==> config.mk <==
export PLATFORM = sky130hd
export DESIGN_NAME = ex_stage
export DESIGN_NICKNAME = d
export VERILOG_FILES = /design/src/rtl/riscv_pkg.sv /design/src/rtl/alu.sv /design/src/rtl/ex_stage.sv
export SDC_FILE = /design/constraint.sdc
export NUM_CORES = 1
export LEC_CHECK = 0
export ABC_AREA = 0
export CORE_AREA = 2 2 196 150
export CTS_BUF_LIST = sky130_fd_sc_hd__clkbuf_8
export DETAILED_ROUTE_END_ITERATION = 12
export DIE_AREA = 0 0 198 152
export PLACE_DENSITY_LB_ADDON = 0.2
export SYNTH_ARGS = -nofsm -noshare
export SYNTH_HDL_FRONTEND = slang
export SYNTH_SLANG_ARGS = --single-unit
==> constraint.sdc <==
create_clock -name clk -period 12.66 [get_ports clk]
set_input_delay 2.532 -clock clk [delete_from_list [all_inputs] [get_ports clk]]
set_output_delay 2.532 -clock clk [all_outputs]
set_load 0.03 [all_outputs]
==> src/rtl/riscv_pkg.sv <==
// Shared definitions for the RISC-V execute datapath.
// Holds the ALU operation codes, forwarding selects, branch func3 codes and the
// ALUOp codes the ALU controller uses to pick an ALU operation.
package riscv_pkg;

  localparam int XLEN = 32;

  // ALU operation codes; any unlisted code yields a zero result
  typedef enum logic [2:0] {
    ALU_ADD = 3'b000,
    ALU_SUB = 3'b001,
    ALU_AND = 3'b010,
    ALU_OR  = 3'b011,
    ALU_XOR = 3'b100,
    ALU_SLT = 3'b101
  } alu_op_e;

  // Operand forwarding selects; 2'b11 falls back to the register value
  typedef enum logic [1:0] {
    FWD_REG  = 2'b00,
    FWD_WB   = 2'b01,
    FWD_MEM  = 2'b10,
    FWD_REG2 = 2'b11
  } fwd_sel_e;

  // Branch conditions carried in func3
  typedef enum logic [2:0] {
    F3_BEQ = 3'b000,
    F3_BNE = 3'b001,
    F3_BLT = 3'b100,
    F3_BGE = 3'b101
  } br_func3_e;

  // ALUOp classes produced by the decoder for the ALU controller
  typedef enum logic [1:0] {
    ALUOP_ADD    = 2'b00,
    ALUOP_BRANCH = 2'b01,
    ALUOP_RTYPE  = 2'b10,
    ALUOP_ITYPE  = 2'b11
  } aluop_e;

endpackage

==> src/rtl/alu.sv <==
// Combinational ALU: ADD/SUB/AND/OR/XOR/signed SLT, modulo 2^XLEN.
// Latency 0; no flow control.
// Ports: alu_control (op code), a/b (operands), result, zero (result == 0).
module alu
  import riscv_pkg::*;
(
  input  logic [2:0]      alu_control,
  input  logic [XLEN-1:0] a,
  input  logic [XLEN-1:0] b,
  output logic [XLEN-1:0] result,
  output logic            zero
);

  always_comb begin
    result = '0;
    case (alu_control)
      ALU_ADD: result = a + b;
      ALU_SUB: result = a - b;
      ALU_AND: result = a & b;
      ALU_OR:  result = a | b;
      ALU_XOR: result = a ^ b;
      ALU_SLT: result = {{(XLEN-1){1'b0}}, ($signed(a) < $signed(b))};
      default: result = '0;
    endcase
  end

  assign zero = (result == '0);

endmodule

==> src/rtl/ex_stage.sv <==
// Execute stage: forwarding muxes, ALU, branch/jump resolution, EX/MEM register.
// Latency: redirect is same-cycle combinational; results land in EX/MEM 1 cycle later.
// Backpressure: stall holds EX/MEM; flush (wins over stall) turns the entry into a bubble.
// Ports: ID/EX operands + controls in, forwarded MEM/WB data in, pc_redirect and
//        redirect_target out (combinational), *_q EX/MEM register fields out.
module ex_stage
  import riscv_pkg::*;
(
  input  logic            clk,
  input  logic            rst,
  input  logic [2:0]      alu_control,
  input  logic            alu_src,
  input  logic [XLEN-1:0] rs1_data,
  input  logic [XLEN-1:0] rs2_data,
  input  logic [XLEN-1:0] imm,
  input  logic [XLEN-1:0] pc,
  input  logic [1:0]      forward_a,
  input  logic [1:0]      forward_b,
  input  logic [XLEN-1:0] mem_fwd_data,
  input  logic [XLEN-1:0] wb_fwd_data,
  input  logic [4:0]      rd_in,
  input  logic            reg_write_in,
  input  logic            mem_write_in,
  input  logic            mem_read_in,
  input  logic [1:0]      result_src_in,
  input  logic            branch_in,
  input  logic            jump_in,
  input  logic            jalr_in,
  input  logic [2:0]      func3_in,
  input  logic            valid_in,
  input  logic            stall,
  input  logic            flush,
  output logic            pc_redirect,
  output logic [XLEN-1:0] redirect_target,
  output logic [XLEN-1:0] alu_result_q,
  output logic [XLEN-1:0] write_data_q,
  output logic [XLEN-1:0] pc_plus4_q,
  output logic [4:0]      rd_q,
  output logic [1:0]      result_src_q,
  output logic            reg_write_q,
  output logic            mem_write_q,
  output logic            mem_read_q,
  output logic            valid_q
);

  logic [XLEN-1:0] op_a;
  logic [XLEN-1:0] fwd_b;
  logic [XLEN-1:0] op_b;
  logic [XLEN-1:0] alu_result_d;
  logic            alu_zero;
  logic            signed_lt;
  logic            br_cond;
  logic [XLEN-1:0] jalr_sum;
  logic [XLEN-1:0] pc_plus4_d;

  // Forwarding muxes; the 2'b11 code falls through to the register value
  always_comb begin
    case (forward_a)
      FWD_WB:  op_a = wb_fwd_data;
      FWD_MEM: op_a = mem_fwd_data;
      default: op_a = rs1_data;
    endcase
  end

  always_comb begin
    case (forward_b)
      FWD_WB:  fwd_b = wb_fwd_data;
      FWD_MEM: fwd_b = mem_fwd_data;
      default: fwd_b = rs2_data;
    endcase
  end

  assign op_b = alu_src ? imm : fwd_b;

  alu u_alu (
    .alu_control (alu_control),
    .a           (op_a),
    .b           (op_b),
    .result      (alu_result_d),
    .zero        (alu_zero)
  );

  // BLT/BGE use their own compare so SUB overflow cannot corrupt the decision
  assign signed_lt = $signed(op_a) < $signed(fwd_b);

  always_comb begin
    br_cond = 1'b0;
    case (func3_in)
      F3_BEQ:  br_cond = alu_zero;
      F3_BNE:  br_cond = ~alu_zero;
      F3_BLT:  br_cond = signed_lt;
      F3_BGE:  br_cond = ~signed_lt;
      default: br_cond = 1'b0;
    endcase
  end

  assign pc_redirect = valid_in & ~flush & ((branch_in & br_cond) | jump_in | jalr_in);

  // JALR target drops bit 0; every other case (including no redirect) is pc + imm
  assign jalr_sum        = op_a + imm;
  assign redirect_target = (pc_redirect & jalr_in) ? {jalr_sum[XLEN-1:1], 1'b0}
                                                   : (pc + imm);

  assign pc_plus4_d = pc + {{(XLEN-3){1'b0}}, 3'd4};

  // EX/MEM register. Data fields also load on flush; only the control bits
  // matter for a bubble, so this keeps the data enable simple.
  always_ff @(posedge clk or posedge rst) begin
    if (rst) begin
      alu_result_q <= '0;
      write_data_q <= '0;
      pc_plus4_q   <= '0;
      rd_q         <= '0;
      result_src_q <= '0;
      reg_write_q  <= 1'b0;
      mem_write_q  <= 1'b0;
      mem_read_q   <= 1'b0;
      valid_q      <= 1'b0;
    end else begin
      if (flush || !stall) begin
        alu_result_q <= alu_result_d;
        write_data_q <= fwd_b;
        pc_plus4_q   <= pc_plus4_d;
        rd_q         <= rd_in;
        result_src_q <= result_src_in;
      end
      if (flush) begin
        reg_write_q <= 1'b0;
        mem_write_q <= 1'b0;
        mem_read_q  <= 1'b0;
        valid_q     <= 1'b0;
      end else if (!stall) begin
        reg_write_q <= reg_write_in & valid_in;
        mem_write_q <= mem_write_in & valid_in;
        mem_read_q  <= mem_read_in  & valid_in;
        valid_q     <= valid_in;
      end
    end
  end

endmodule

; ---- Yosys cells after proc, flatten, opt, wreduce, memory -nomap -nowiden
; Cells that the tools add are included.
[totals]
word_cells = 63
inputBits = 221
out_inout_bits = 140
reg_bits = 107
[op_classes]
magnitude_cmp = 2
n_bitwise = 15
n_reduce_logical = 5
eq_ne = 13
addsub = 5
n_mux = 14
[ops]
columns = op, count
row1 = case mux 32 bit (6 select lines), 1
row2 = case mux 32 bit (2 select lines), 2
row3 = adder 32 bit, 3
row4 = less-than comparator 32 bit, 2
row5 = 2-to-1 mux 32 bit, 2
row6 = adder 32 x 3 -> 32 bit (second input constant), 1
row7 = bitwise AND 32 bit, 1
row8 = logical NOT 32 bit, 1
row9 = OR 32 bit, 1
row10 = subtractor 32 bit, 1
row11 = XOR 32 bit, 1
row12 = == test 3 bit (second input constant), 4
row13 = 2-to-1 mux 1 bit, 8
row14 = bitwise AND 1 bit, 7
row15 = == test 3 x 1 -> 1 bit (second input constant), 2
row16 = == test 3 x 2 -> 1 bit (second input constant), 2
row17 = logical NOT 3 bit, 2
row18 = == test 2 x 1 -> 1 bit (second input constant), 2
row19 = == test 2 bit (second input constant), 2
row20 = case mux 1 bit (4 select lines), 1
row21 = NOT 1 bit, 3
row22 = != test 2 x 1 -> 1 bit (second input constant), 1
row23 = OR 1 bit, 2
row24 = logical NOT 1 bit, 1
row25 = logical OR 1 bit, 1

; ---- Logic depth before layout (Yosys ltp)
[depth]
depth_word = 14
mapped_depth = 21
ltp_nobuf = 20

; ---- Modules after synthesis
; A second synthesis with hierarchy kept.
[hier_totals]
cells_unflattened = 2191
hier_area_um2 = 15602.5
[modules_own_cells]
columns = module, seq_area_each_um2, n_inst, cells_each, area_each_um2
row1 = ex_stage, 2677.6, 1, 1305, 9801.9
row2 = alu, 0.0, 1, 886, 5800.6

; ---- Least setup slack after synthesis
; No wires, ideal clock.
[synth_timing]
path_type = in2out
startpoint = input forward_a[0]
endpoint = output pc_redirect
t_arrival_ps = 7452
stages = 19
path_slack_ps = 2676
n_path_buf = 2
required_ps = 10128
cell_sequence = inv_1 ha_1 clkbuf_1 clkbuf_1 o21ai_0 inv_1 fa_1 nor2b_1 o221a_2 o221ai_1 a221oi_2 a41o_1 o2111ai_1 and3b_1 o31ai_1 nor4_1 nand4_1 or3_1 o311ai_1
[synth_between]
elab_chain_len = 11
word_cells_on_any_way = 19
classes_between = 2 x add/sub / 2 x order compare / 2 x eq/ne / 3 x mux / 9 x bitwise / 1 x reduce/logical
[synth_rtl]
columns = element, line
row1 = "start, declared", ex_stage.sv:17  ; input logic [1:0] forward_a,
row2 = == test 2 bit or == test 2 x 1 -> 1 bit (tied branches), ex_stage.sv:58  ; case (forward_a)
row3 = case mux 32 bit (2 select lines) (*), ex_stage.sv:58
row4 = "subtractor 32 bit, or another cell as far along", alu.sv:18  ; ALU_SUB: result = a - b;
row5 = case mux 32 bit (6 select lines), alu.sv:16  ; case (alu_control)
row6 = logical NOT 32 bit, alu.sv:27  ; assign zero = (result == '0);
row7 = NOT 1 bit, ex_stage.sv:90  ; F3_BNE: br_cond = ~alu_zero;
row8 = case mux 1 bit (4 select lines) (*), ex_stage.sv:88  ; case (func3_in)
row9 = bitwise AND 1 bit (*), ex_stage.sv:97  ; assign pc_redirect = valid_in & ~flush & ((branch_in & br_cond) | jump_in | jalr_in);
row10 = OR 1 bit (*) (2 in series), ex_stage.sv:97
row11 = bitwise AND 1 bit (*), ex_stage.sv:97
row12 = "end, declared", ex_stage.sv:33  ; output logic pc_redirect,
; Mark *: on every way between the ends. The rest lies on a longest branch, timed or not.

; ---- Final worst setup path
[layout_timing]
startpoint = input forward_b[0]
endpoint = output pc_redirect
[layout_between]
elab_chain_len = 12
word_cells_on_any_way = 20
classes_between = 2 x add/sub / 2 x order compare / 2 x eq/ne / 4 x mux / 9 x bitwise / 1 x reduce/logical
[layout_rtl]
columns = element, line
row1 = "start, declared", ex_stage.sv:18  ; input logic [1:0] forward_b,
row2 = == test 2 bit or == test 2 x 1 -> 1 bit (tied branches), ex_stage.sv:66  ; case (forward_b)
row3 = case mux 32 bit (2 select lines) (*), ex_stage.sv:66
row4 = 2-to-1 mux 32 bit, ex_stage.sv:73  ; assign op_b = alu_src ? imm : fwd_b;
row5 = "subtractor 32 bit, or another cell as far along", alu.sv:18
row6 = case mux 32 bit (6 select lines), alu.sv:16
row7 = logical NOT 32 bit, alu.sv:27
row8 = NOT 1 bit, ex_stage.sv:90
row9 = case mux 1 bit (4 select lines) (*), ex_stage.sv:88
row10 = bitwise AND 1 bit (*), ex_stage.sv:97
row11 = OR 1 bit (*) (2 in series), ex_stage.sv:97
row12 = bitwise AND 1 bit (*), ex_stage.sv:97
; Marked as above.

==> out/summary.txt <==
outcome = complete, no violations
clock slew at reported path FFs = 0.11 ns
chip width = 198 um
H-tree depth = 3
largest stage delay on the critical path = 0.83 ns
R2R cell count = 2
Sink Count = 107
period utilization = 97.56%
Syn. warnings = 0
PortBufs = 360
# rows = 54
Max Freq = 80.96 MHz
Min-Delay Endpoint = result_src_q[1]
Clk Tree Root Cell = clkbuf_8
Cell Area, Synth = 15320 sq um
Antenna Violating Nets Remaining = 0
Avg Cell Area, Syn = 7.239 sq um
Post-CTS Resized = 0
storage element area = 2678 sq um
ys async rst share = 100.0%
Post-Synth Adder-Cell Area = 16.53%
fillcell total = 2339
post-synth top area share = 17.48%
GRT Total Usage = 43.48%
worst hold start = result_src_q[1]
max-slew violations = 0
WL/cell = 23.91 um
Core Util, Final = 68.60%
share of cells above drive strength 1 = 5.224%
unrepaired setup endpoints after global routing = no
area of the multi-input gates = 11700 sq um
Period minus WS final = 12.35 ns
synth top area cells = dfrtp_1, ha_1, o21ai_0, nand2_1, a21oi_1
crit path kind = in -> out
First-pass DRT Iterations = 6
initial cell density of the core = 53.85%
worst slack, placed = 0.7609 ns
setup ws final = 0.3085 ns
Synth Area in Simple Gates = 20.89%
WL final = 67560 um
CORE AREA = 28440 sq um
XOR/XNOR share of the synthesized area = 5.146%
routed vias/inst = 6.606
first-pass GRT wire length = 102000 um
main combinational cell family by area after synthesis = compound AO/OA/AOI/OAI gates
area leader, netlist = dfrtp_1
CP Capture Type = primary output
arrival time at the worst endpoint = 9.82 ns
CP required = 10.13 ns
initial antenna violation count = 3
Post-CTS Hold Fix Bufs = 0
TritonCTS Buffers = 9
syn nets = 2537
crit start category = input pin
Clock Path Buffers = 2
Unique masters post-synth = 97
Synth Area in Compound Gates = 32.96%
Static Leakage = 8.402 nW
Commonest cells post-synth = nand2_1, o21ai_0, ha_1
# setup viols final = 0
placed wire-length estimate = 54030 um
sequential area share after synthesis = 17.48%
Synth Register Bits = 107
Main synth FF type = dfrtp_1
critical path buffer and inverter count = 6
clk_skew = 0 ns
1st-iter DRT viols = 2410
number of flops mapped to enable cells by yosys = 0
mux cell area share after synthesis = 0.8005%
pwr/cell area = 104.0 nW/um^2
VDD IR max = 71.33 uV
total negative slack = 0 ns
largest net degree at the start of global routing = 99
Crit-path slowest cell = nor4_1
Die ar. = 30100 sq um
routability cong. = 1.020
synthesis-to-finish area growth = 27.39%
remaining global-route overflow = 0
most numerous cell in the Yosys netlist = nand2_1
Post-CTS Setup Bufs = 0
Final Hold Viols = 0
Die Y = 152 um
Hold Path Class = reg -> reg
Max Cap Viol = 0
I/O pins = 361
hold depth = 2
crit-path cells = clkdlybuf4s50_1, inv_1, ha_1, inv_1, buf_4, o21ai_0, o21ai_0, ha_1, inv_1, nor4_1, nand2b_1, a21oi_1, or4_2, nand3_1, nor3_1, nand4_1, nor4_1, nand4_1, or3_1, o311ai_1, clkdlybuf4s50_1
slew at the pin closest to its max-slew limit = 1.198 ns
Mapped Cells = 2116
CTS tree = yes
Worst Path Max Fanout = 14
Worst R2R End = write_data_q[15]
final net count = 2847
via count = 18670
# DRC = 0
Reg2Reg Setup Slack = 11.73 ns
slew margin rel. = 19.96%
crit-path most repeated cell = inv_1
latest clock arrival within the worst-skew pair = 0.41 ns
vias in the first global route = 17750
FF-to-FF Start = write_data_q[15]
Crit path max-delay family = simple AND/OR/NAND/NOR gates
-- layer usage --
metal	routed length [um]	global-route usage, %
met5	0	0
met4	3689	21.80
met3	8039	11.01
met1	26700	57.20
met2	29130	66.05
-- worst max path at each step --
stage | to | slack (ns) | start | cells past startpoint
finish | pc_redirect | 0.31 | forward_b[0] | 21
detailed placement | pc_redirect | 0.76 | forward_b[0] | 21
CTS | pc_redirect | 0.74 | forward_b[0] | 21
global route | pc_redirect | 0.18 | forward_b[0] | 21
floorplan | pc_redirect | 2.68 | forward_a[0] | 19
global placement | pc_redirect | 0.68 | forward_b[0] | 21
-- cell type report --
cell class / instances / area share, %
Tap cell: 392 / 2.513
Timing Repair Buffer: 411 / 20.44
Clock buffer: 10 / 0.7053
Inverter: 115 / 2.225
Clock inverter: 6 / 0.3783
Antenna cell: 3 / 0.03847
Multi-Input combinational cell: 1782 / 59.98
Sequential cell: 107 / 13.72
-- flip-flops by register name, summed over array words and instances (netlist names) --
name / flops
alu_result_q: 32
mem_read_q: 1
reg_write_q: 1
result_src_q: 2
write_data_q: 32
pc_plus4_q: 32
mem_write_q: 1
valid_q: 1
rd_q: 5
-- report_power, final --
group          internal (mW)  leakage (nW)  switching, mW
Sequential             0.390          1.29         0.0312
Combinational          0.520          7.00          0.838
Clock                 0.0993         0.107          0.151
-- placed cells by master (no fill, tap or decap), drive strengths merged, types with 9 or more instances in the layout --
master	netlist	routed
nor4	16	16
and3	18	18
nor2	196	196
a22oi	38	38
a211o	10	10
nand4	25	25
nand3	49	49
clkdlybuf4s50	0	358
nand2	282	282
ha	196	196
clkbuf	95	10
and2	10	10
a21o	52	52
nor2b	29	29
o21a	19	19
a211oi	23	23
buf	17	53
a31oi	22	22
inv	113	114
a221o	37	37
xnor2	43	43
dfrtp	107	107
o31ai	18	18
xor2	47	47
or2	9	9
o211ai	30	30
o21bai	16	16
nor3	31	31
nand2b	20	20
o31a	10	10
a21oi	159	159
o21ai	259	259
mux2i	10	10
-- cells by family after synthesis --
group                      Yosys count
adders and majority gates          200
AOI/OAI and AO/OA                  772
muxes                               12
and+or+nand+nor                    708
xor gates and xnor gates            90
DFF                                107
buffers and inverters              227
-- tightest hold or removal path: stages, from the launching register on --
cell     delay (ns)
dfrtp_1        0.36
nand2_1        0.05
nand2_1        0.05
-- stage by stage --
step                instances  cell area, sq um  total power [mW]  hold slack (ns)
floorplan                2116             15320             1.251           0.6453
global placement         2807             19290             1.719           0.4482
detailed placement       2807             19290             1.739           0.4590
CTS                      2823             19510             1.990           0.4842
global route             2826             19510             2.128           0.5019
finish                   2826             19510             2.029           0.4818
Power figures use the tool's default switching activity.
